`src/rtl/car_motion_pkg.sv`:
```
// Shared definitions for the elevator car: state encoding, floor geometry and
// direction constants.
package car_motion_pkg;

  localparam int FLOOR_W    = 3;
  localparam int NUM_FLOORS = 8;

  localparam logic DIR_UP   = 1'b1;
  localparam logic DIR_DOWN = 1'b0;

  typedef enum logic [1:0] {
    ST_IDLE  = 2'd0,
    ST_MOVE  = 2'd1,
    ST_DOORS = 2'd2
  } state_t;

endpackage

```
`src/rtl/car_motion_cycle_timer.sv`:
```
// Up-counter with clear, enable and a terminal-count compare. One instance
// serves both floor travel and door dwell; the caller muxes the terminal value.
module cycle_timer #(
  parameter int TW = 6
) (
  input  logic          clk,
  input  logic          reset,
  input  logic          clear,
  input  logic          enable,
  input  logic [TW-1:0] term,
  output logic [TW-1:0] count,
  output logic          done
);

  // count advances while enabled; clear wins so every state entry starts at 0
  always_ff @(posedge clk) begin
    if (reset || clear) count <= '0;
    else if (enable)    count <= count + 1'b1;
  end

  assign done = (count == term);

endmodule

```
`src/rtl/car_motion.sv`:
```
// Simulated elevator car: consumes the call controller's move decision and
// pending calls, times travel and door dwell, and reports floor / arrival.
module car_motion
  import car_motion_pkg::*;
#(
  parameter int FLOORS        = NUM_FLOORS,
  parameter int TRAVEL_CYCLES = 16,
  parameter int DOOR_CYCLES   = 32,
  parameter int TW            = 6
) (
  input  logic               clk,
  input  logic               reset,
  input  logic               should_move,
  input  logic               direction,
  input  logic [FLOORS-1:0]  call_inside,
  input  logic [FLOORS-1:0]  call_up,
  input  logic [FLOORS-1:0]  call_down,
  output logic [FLOOR_W-1:0] cur_floor,
  output logic               moving,
  output logic               moving_dir,
  output logic               door_open,
  output logic               floor_reached
);

  localparam logic [TW-1:0]      TRAVEL_TC = TW'(TRAVEL_CYCLES - 1);
  localparam logic [TW-1:0]      DOOR_TC   = TW'(DOOR_CYCLES - 1);
  localparam logic [FLOOR_W-1:0] TOP_FLOOR = FLOOR_W'(FLOORS - 1);

  state_t              state_q, state_d;
  logic [FLOORS-1:0]   call_all;
  logic                call_here;
  logic                tmr_clr, tmr_en, tmr_done, step_en, dir_ld;
  logic [TW-1:0]       tmr_cnt, tmr_term;
  logic [FLOOR_W-1:0]  floor_d;

  assign call_all  = call_inside | call_up | call_down;
  assign call_here = call_all[cur_floor];

  assign tmr_en   = (state_q != ST_IDLE);
  assign tmr_term = (state_q == ST_DOORS) ? DOOR_TC : TRAVEL_TC;

  cycle_timer #(.TW(TW)) u_timer (
    .clk    (clk),
    .reset  (reset),
    .clear  (tmr_clr),
    .enable (tmr_en),
    .term   (tmr_term),
    .count  (tmr_cnt),
    .done   (tmr_done)
  );

  // next-state: a call at this floor beats travel; a fresh call during dwell
  // (timer past 0) restarts the dwell instead of closing the doors
  always_comb begin
    state_d = state_q;
    tmr_clr = 1'b0;
    step_en = 1'b0;
    dir_ld  = 1'b0;
    case (state_q)
      ST_IDLE: begin
        tmr_clr = 1'b1;
        if (call_here) begin
          state_d = ST_DOORS;
        end else if (should_move) begin
          state_d = ST_MOVE;
          dir_ld  = 1'b1;
        end
      end
      ST_MOVE: begin
        if (tmr_done) begin
          step_en = 1'b1;
          tmr_clr = 1'b1;
          state_d = ST_IDLE;
        end
      end
      ST_DOORS: begin
        if (call_here && (tmr_cnt != '0)) begin
          tmr_clr = 1'b1;
        end else if (tmr_done) begin
          tmr_clr = 1'b1;
          state_d = ST_IDLE;
        end
      end
      default: begin
        tmr_clr = 1'b1;
        state_d = ST_IDLE;
      end
    endcase
  end

  // saturating floor step: a move past either end still burns the travel time
  always_comb begin
    floor_d = cur_floor;
    if (step_en) begin
      if (moving_dir == DIR_UP) begin
        if (cur_floor != TOP_FLOOR) floor_d = cur_floor + 1'b1;
      end else begin
        if (cur_floor != '0) floor_d = cur_floor - 1'b1;
      end
    end
  end

  // state, floor and registered status flags
  always_ff @(posedge clk) begin
    if (reset) begin
      state_q       <= ST_IDLE;
      cur_floor     <= '0;
      moving_dir    <= DIR_UP;
      moving        <= 1'b0;
      door_open     <= 1'b0;
      floor_reached <= 1'b0;
    end else begin
      state_q       <= state_d;
      cur_floor     <= floor_d;
      if (dir_ld) moving_dir <= direction;
      moving        <= (state_d == ST_MOVE);
      door_open     <= (state_d == ST_DOORS);
      floor_reached <= (state_d == ST_DOORS);
    end
  end

endmodule

```
`config.mk`:
```
export PLATFORM = sky130hd
export DESIGN_NAME = car_motion
export DESIGN_NICKNAME = d
export VERILOG_FILES = /design/src/rtl/car_motion_pkg.sv /design/src/rtl/car_motion_cycle_timer.sv /design/src/rtl/car_motion.sv
export SDC_FILE = /design/constraint.sdc
export NUM_CORES = 1
export LEC_CHECK = 0
export CAP_MARGIN = 15
export CORE_UTILIZATION = 40
export DETAILED_ROUTE_END_ITERATION = 8
export PLACE_DENSITY = 0.72
export SYNTH_ARGS = -nofsm -noshare
export SYNTH_HDL_FRONTEND = slang
export SYNTH_HIERARCHICAL = 1
export SYNTH_SLANG_ARGS = --single-unit
```
`constraint.sdc`:
```
create_clock -name clk -period 4.54 [get_ports clk]
set_input_delay 1.362 -clock clk [delete_from_list [all_inputs] [get_ports clk]]
set_output_delay 1.362 -clock clk [all_outputs]
set_load 0.01 [all_outputs]
```
==> metrics.md, run 1 <==
| Metric | Value |
|---|---|
| Outcome | `complete, no violations` |
| Final #Nets | `195` |
| Overall track demand over capacity in global routing | `21.8%` |
| Post-Route Setup TNS | `0 ns` |
| Tightest slew margin relative to the limit | `60.5%` |
| Clock net sink count | `14` |
| Most frequent standard cell in the layout excluding fill and tap cells | `sky130_fd_sc_hd__clkdlybuf4s50_1` |
| Clock latency reported for the late side of the worst-skew pair | `0.28 ns` |
| TritonCTS clock tree | `built` |
| Count of antenna diodes in the layout | `0` |
| Portion of the clock cycle consumed by the worst path in the final layout | `64.2%` |
| Clock-pin slew on the worst setup and hold paths | `0.08 ns` |
| Worst Setup Start Kind | `input port` |
| Area of the die | `2730 µm²` |
| Number of distinct library cells after synthesis | `45` |
| Seq cells post-synth | `14` |
| Via/cell ratio | `5.63` |
| Clock network fraction of total power | `30.2%` |
| Data arrival time of the worst path | `3.13 ns` |
| Proportion of register bits with asynchronous set or reset after synthesis | `0%` |
| Leading cell types in the layout, fill and taps excluded | `sky130_fd_sc_hd__clkdlybuf4s50_1, sky130_fd_sc_hd__dfxtp_1, sky130_fd_sc_hd__nor2_1` |
| Transition time of the tightest slew-check pin | `0.588 ns` |
| Sum of buffers and inverters on the critical path | `1` |
| Post-CTS resize count | `0` |
| Post-synthesis cell area | `1010 µm²` |
| Delay of the slowest cell on the worst path | `0.41 ns` |
| Part of the total power dissipated in combinational logic | `25.8%` |
| Clock buffer depth | `2` |
| RSZ-0062 raised after global routing | `false` |
| Critical Path RT | `4.75 ns` |
| Residual overflow from global routing | `0` |
| Number of optimization iterations in the first detailed-route pass | `5` |
| Number of warnings reported in the yosys synthesis log | `6` |
| Initial standard-cell utilization of the core | `43.9%` |
| CTS H-tree depth | `1` |
| Number of hold buffers added after cts | `0` |
| # rows | `17` |
| Post-detailed-route wirelength per cell | `13.3 µm` |
| IO Port Bufs | `34` |
| Total length of routed wires | `2500 µm` |
| Remaining routing DRC violations | `0` |
| Initial detailed-routing violation count | `25` |
| Cell area power density | `211 nW/µm²` |
| Highest clock rate | `343 MHz` |
| Maximum fanout encountered on the critical timing path | `8` |
| Synthesis-to-finish area growth | `39.7%` |
| Root buf cell | `sky130_fd_sc_hd__clkbuf_4` |
| Count of final max-slew check failures | `0` |
| Fraction of power consumed by sequential logic | `44.0%` |
| Slowest cell on crit path | `sky130_fd_sc_hd__clkdlybuf4s50_1` |
| Post-synthesis sequential area ratio | `27.8%` |
| Routability-driven placement congestion ratio | `0.829` |
| Reported net switching power | `79.0 µW` |
| Sum of net half-perimeters after detailed placement | `2020 µm` |
| Maximum number of pins on one net before global-route repair | `16` |
| Sw Ratio | `26.5%` |
| Via count of the routed design | `1059` |
| Kind of path behind the tightest hold check | `reg -> reg` |
| Number of nets with antenna violations after routing | `0` |
| Count of mapped cells out of synthesis | `122` |
| Total count of hold-check failures in the final report | `0` |
| Clock Skew | `0.00818 ns` |
| Vias in the first global route | `1016` |
| Max capacitance violation total | `0` |
| Final period demand of the worst path | `2.91 ns` |
| List of cells traversed by the critical path | `clkdlybuf4s50_1 > nor4b_1 > o32ai_1 > o22ai_4 > o311ai_1 > or2_2 > nor2_1` |
| Post-synth top flop | `sky130_fd_sc_hd__dfxtp_1` |
| Ratio of cells with drive above 1 in the final layout | `6.88%` |
| Buffer count from post-CTS setup fixing | `0` |
| Peak VDD IR | `0.163 mV` |
| Leakage power total | `0.523 nW` |
| Pre-CTS setup slack | `1.32 ns` |
| First-pass GRT wire length | `4370 µm` |
| # setup viols final | `0` |
| Antenna violations before repair | `0` |
| Synth Area per Inst | `8.27 µm²` |
| Internal power of the cells | `219 µW` |
| Boundary pin count | `35` |
| Setup slack of the critical path after layout | `1.63 ns` |
| Cell family with the largest share of critical-path delay | `simple AND/OR/NAND/NOR gates` |
| Number of fill cells | `199` |
| Endpoint type of the worst setup path | `flop` |
| Number of flops mapped to enable cells by yosys | `0` |
| Die Span Y | `52.2 µm` |
| Number of standard cells in the layout, taps in and fillers out | `188` |
| Area of the core | `2300 µm²` |
| Width of the chip | `52.2 µm` |
| Number of buffers inserted during clock tree synthesis | `3` |
| Number of cells after detailed placement | `184` |
| Setup Crit Path Kind | `in -> reg` |
==> cell usage after synthesis (2+ instances only) <==
library cell | number | share of area [%]
sky130_fd_sc_hd__nor2_1 | 12 | 4.5
sky130_fd_sc_hd__nor4b_1 | 2 | 1.7
sky130_fd_sc_hd__a21oi_1 | 4 | 2.0
sky130_fd_sc_hd__nor3_1 | 6 | 3.0
sky130_fd_sc_hd__dfxtp_1 | 14 | 28
sky130_fd_sc_hd__or2_2 | 2 | 1.2
sky130_fd_sc_hd__a311o_1 | 2 | 2.0
sky130_fd_sc_hd__o22ai_1 | 2 | 1.2
sky130_fd_sc_hd__ha_1 | 5 | 6.2
sky130_fd_sc_hd__nor4_1 | 3 | 1.9
sky130_fd_sc_hd__conb_1 | 2 | 0.74
sky130_fd_sc_hd__xor2_1 | 5 | 4.3
sky130_fd_sc_hd__inv_1 | 7 | 2.6
sky130_fd_sc_hd__nand2_1 | 8 | 3.0
sky130_fd_sc_hd__o21ai_0 | 5 | 2.5
sky130_fd_sc_hd__a311oi_1 | 2 | 1.7
sky130_fd_sc_hd__o21ai_1 | 2 | 0.99
sky130_fd_sc_hd__a211oi_1 | 2 | 1.5
sky130_fd_sc_hd__nand3_1 | 2 | 0.99
sky130_fd_sc_hd__nand2b_1 | 2 | 1.2
sky130_fd_sc_hd__nand4_1 | 2 | 1.2
sky130_fd_sc_hd__xnor2_1 | 7 | 6.1
sky130_fd_sc_hd__o32ai_1 | 2 | 1.7
==> stage by stage <==
step                      hold slack (ns)  utilization, %  total power [mW]  area, µm²
after floorplan                     0.483               -             0.174       1020
after global placement              0.503            59.7             0.209       1370
after detailed placement            0.536            59.7             0.210       1370
after CTS                           0.547            61.3             0.301       1410
after global routing                0.599            61.3             0.318       1410
final                               0.549            61.3             0.298       1410
==> cell type report <==
class | instances | area [µm²] | share of cell area [%]
Multi-Input combinational cell | 100 | 687 | 48.8
Timing Repair Buffer | 34 | 340 | 24.2
Sequential cell | 14 | 280 | 19.9
Clock buffer | 4 | 36.3 | 2.58
Tap cell | 28 | 35.0 | 2.49
Inverter | 8 | 30.0 | 2.13
==> worst min-delay path, stage by stage (launching register included) <==
cell	delay, ns
sky130_fd_sc_hd__dfxtp_1	0.35
sky130_fd_sc_hd__o21ai_0	0.09
sky130_fd_sc_hd__a21oi_1	0.07
==> kinds of logic (layout without fill, tap and decap cells) <==
family / after synthesis / in the layout / share of synthesized area [%]
compound gates: 29 / 29 / 21.5
xor+xnor: 12 / 12 / 10.4
fa+ha+maj: 6 / 6 / 8.19
buf+inv: 11 / 46 / 5.21
flops: 14 / 14 / 27.8
mux: 1 / 1 / 0.993
other cells: 2 / 5 / 0.745
simple gates: 47 / 47 / 25.2
==> flip-flops by register name (all words and copies together) (netlist names) <==
| signal | flops |
|---|---|
| state_q | 2 |
| moving | 1 |
| floor_reached | 1 |
| cur_floor | 3 |
| moving_dir | 1 |
| u_timer/count | 6 |
==> per-layer routing <==
layer	wire [µm]	global-route usage, %
met3	131	5.80
met5	0	0
met2	1240	36.5
met4	31	8.77
met1	1100	26.2
==> path summary, 6_finish.rpt <==
path               startpoint          endpoint  slack [ns]  depth (start not counted)
max                call_up[7]  u_timer/count[1]        1.63                          7
min          u_timer/count[5]  u_timer/count[5]        0.55                          2
max reg2reg        state_q[0]     floor_reached        1.84                         10
min reg2reg  u_timer/count[5]  u_timer/count[5]        0.55                          2
==> power by group through the flow <==
stage,clock network (mW),registers (mW),logic (mW)
floorplan,0,0.134,0.0399
global placement,0,0.134,0.0747
detailed placement,0,0.134,0.0755
CTS,0.0934,0.131,0.0760
global route,0.101,0.132,0.0843
finish,0.0898,0.131,0.0769
Power figures use the tool's default switching activity.
==> run 2, diff against run 1 <==
clock period = 2.8 ns   (was 4.54 ns; I/O delays follow)
==> metrics.md, run 2 (synthesis gave the netlist of run 1 again) <==
| Metric | Value |
|---|---|
| Outcome | `complete, no violations (unchanged)` |
| Utilization after layout | `61.4% (was 61.3%)` |
| Via/cell ratio | `5.53 (was 5.63)` |
| Reg2reg end | `floor_reached (unchanged)` |
| Initial standard-cell utilization of the core | `43.9% (unchanged)` |
| Data arrival time of the worst path | `2.65 ns (was 3.13 ns)` |
| Number of cells after detailed placement | `186 (was 184)` |
| Biggest register | `u_timer/count (unchanged)` |
| Portion of the clock cycle consumed by the worst path in the final layout | `87.7%` |
| Overall track demand over capacity in global routing | `22.6% (was 21.8%)` |
| Most frequent standard cell in the layout excluding fill and tap cells | `sky130_fd_sc_hd__clkdlybuf4s50_1 (unchanged)` |
| Clock-pin slew on the worst setup and hold paths | `0.09 ns (was 0.08 ns)` |
| # rows | `17 (unchanged)` |
| Boundary pin count | `35 (unchanged)` |
| Clock Skew | `0.00860 ns (was 0.00818 ns)` |
| Worst Hold Path EP | `u_timer/count[5] (unchanged)` |
| Grt met2 use | `37.2% (was 36.5%)` |
| Maximum fanout encountered on the critical timing path | `7 (was 8)` |
| Residual overflow from global routing | `0 (unchanged)` |
| Max capacitance violation total | `0 (unchanged)` |
| Root buf cell | `sky130_fd_sc_hd__clkbuf_4 (unchanged)` |
| Registers with the highest flip-flop counts | `u_timer/count: 6 flops, cur_floor: 3 flops, state_q: 2 flops (unchanged)` |
| Clock buffer depth | `2 (unchanged)` |
| Buffer count from post-CTS setup fixing | `0 (unchanged)` |
| Sum of net half-perimeters after detailed placement | `2140 µm (was 2020 µm)` |
| Synthesis-to-finish area growth | `39.8% (was 39.7%)` |
| Maximum number of pins on one net before global-route repair | `16 (unchanged)` |
| Routability-driven placement congestion ratio | `0.789 (was 0.829)` |
| Leading cell types in the layout, fill and taps excluded | `sky130_fd_sc_hd__clkdlybuf4s50_1, sky130_fd_sc_hd__dfxtp_1, sky130_fd_sc_hd__nor2_1 (unchanged)` |
| Area of the die | `2730 µm² (unchanged)` |
| Cells on worst reg2reg path | `10 (unchanged)` |
| Count of antenna diodes in the layout | `0 (unchanged)` |
| Hold path startpoint | `u_timer/count[5] (unchanged)` |
| # setup viols final | `0 (unchanged)` |
| TritonCTS clock tree | `built (unchanged)` |
| Worst Hold Path Cells | `2 (unchanged)` |
| Final #Nets | `197 (was 195)` |
| Number of standard cells in the layout, taps in and fillers out | `189 (was 188)` |
| Clock latency reported for the late side of the worst-skew pair | `0.30 ns (was 0.28 ns)` |
| Post-detailed-route wirelength per cell | `13.9 µm (was 13.3 µm)` |
| Area of the core | `2300 µm² (unchanged)` |
| First-pass GRT wire length | `4540 µm (was 4370 µm)` |
| Number of buffers inserted during clock tree synthesis | `3 (unchanged)` |
| Count of final max-slew check failures | `0 (unchanged)` |
| Cell area after layout | `1410 µm² (about the same)` |
| Setup Crit Path Kind | `reg -> reg (was in -> reg)` |
| Ratio of cells with drive above 1 in the final layout | `7.45% (was 6.88%)` |
| CTS H-tree depth | `1 (unchanged)` |
| Pre-CTS setup slack | `0.221 ns (was 1.32 ns)` |
| Number of hold buffers added after cts | `0 (unchanged)` |
| Remaining routing DRC violations | `0 (unchanged)` |
| Highest clock rate | `407 MHz` |
| Critical Path RT | `3.00 ns (was 4.75 ns)` |
| Cell area power density | `326 nW/µm² (was 211 nW/µm²)` |
| Launch instance of the worst register-to-register path | `state_q[0] (unchanged)` |
| Final period demand of the worst path | `2.45 ns` |
| Initial detailed-routing violation count | `20 (was 25)` |
| RSZ-0062 raised after global routing | `false (unchanged)` |
| Total count of hold-check failures in the final report | `0 (unchanged)` |
| IO Port Bufs | `34 (unchanged)` |
| Vias in the first global route | `997 (was 1016)` |
| Width of the chip | `52.2 µm (unchanged)` |
| Max FFs per register | `6 (unchanged)` |
| Post-Route Setup TNS | `0 ns (unchanged)` |
| Via count of the routed design | `1045 (was 1059)` |
| Setup slack of the critical path after layout | `0.346 ns (was 1.63 ns)` |
| Global-route met1 utilization | `28.0% (was 26.2%)` |
| Most crowded layer after global routing | `met2 (unchanged)` |
| Area post-placement | `1390 µm² (was 1370 µm²)` |
| Die Span Y | `52.2 µm (unchanged)` |
| Antenna violations before repair | `0 (unchanged)` |
| Kind of path behind the tightest hold check | `reg -> reg (unchanged)` |
| Number of nets with antenna violations after routing | `0 (unchanged)` |
| Peak VDD IR | `0.212 mV (was 0.163 mV)` |
| Number of optimization iterations in the first detailed-route pass | `4 (was 5)` |
| Routing usage on met3 | `5.80% (unchanged)` |
| Clock net sink count | `14 (unchanged)` |
| Endpoint type of the worst setup path | `flop (unchanged)` |
| Total length of routed wires | `2640 µm (was 2500 µm)` |
| Post-CTS resize count | `0 (unchanged)` |
| Worst-case register-to-register setup slack | `0.35 ns (was 1.84 ns)` |
| Worst Setup Start Kind | `flop (was input port)` |
| Leakage power total | `0.526 nW (was 0.523 nW)` |
==> run 2: cell count changes in the layout (fill, tap and decap cells not counted) <==
cell                       change
sky130_fd_sc_hd__clkbuf_8      -1
sky130_fd_sc_hd__buf_4         +2
==> run 2: critical path: stages, from the launching register on <==
cell	delay [ns]
sky130_fd_sc_hd__dfxtp_1	0.45
sky130_fd_sc_hd__inv_1	0.11
sky130_fd_sc_hd__ha_1	0.31
sky130_fd_sc_hd__xnor2_1	0.17
sky130_fd_sc_hd__nand4_1	0.11
sky130_fd_sc_hd__nor3_1	0.21
sky130_fd_sc_hd__o21bai_1	0.20
sky130_fd_sc_hd__a21oi_1	0.14
sky130_fd_sc_hd__a311oi_1	0.35
sky130_fd_sc_hd__nor4_1	0.10
sky130_fd_sc_hd__a31o_1	0.20
==> run 2: layout make-up <==
type	instances	area, µm²
multi-input combinational	100	687
clock buffer	3	22.5
tap	28	35.0
fill	238	887
sequential	14	280
inverter	8	30.0
timing repair buffer	36	355
==> run 2: power breakdown <==
| part | internal (mW) | leakage [nW] | switching (mW) |
|---|---|---|---|
| clock network | 0.0502 | 0.0138 | 0.0696 |
| registers | 0.205 | 0.114 | 0.00811 |
| logic | 0.0717 | 0.399 | 0.0546 |
==> run 2: stage by stage <==
stage / power (mW) / hold WS, ns
2_1_floorplan: 0.282 / 0.483
3_3_place_gp: 0.339 / 0.506
3_5_place_dp: 0.343 / 0.542
4_1_cts: 0.463 / 0.554
5_1_grt: 0.483 / 0.588
6_report: 0.459 / 0.571
==> run 2: layer usage <==
layer  part of all wire (%)  vias up
met3                    5.4        7
met4                    1.8        0
met2                     49       34
met1                     43      486
li1                       -      518
met5                      0        -
==> run 2: worst max path at each step <==
stage	startpoint	to	slack [ns]	depth (start not counted)
6_report	state_q[0]	floor_reached	0.35	10
5_1_grt	state_q[0]	floor_reached	0.10	10
4_1_cts	state_q[0]	floor_reached	0.36	10
3_5_place_dp	call_up[6]	floor_reached	0.22	7
3_3_place_gp	call_up[7]	u_timer/count[5]	0.25	7
2_1_floorplan	state_q[0]	floor_reached	0.55	10
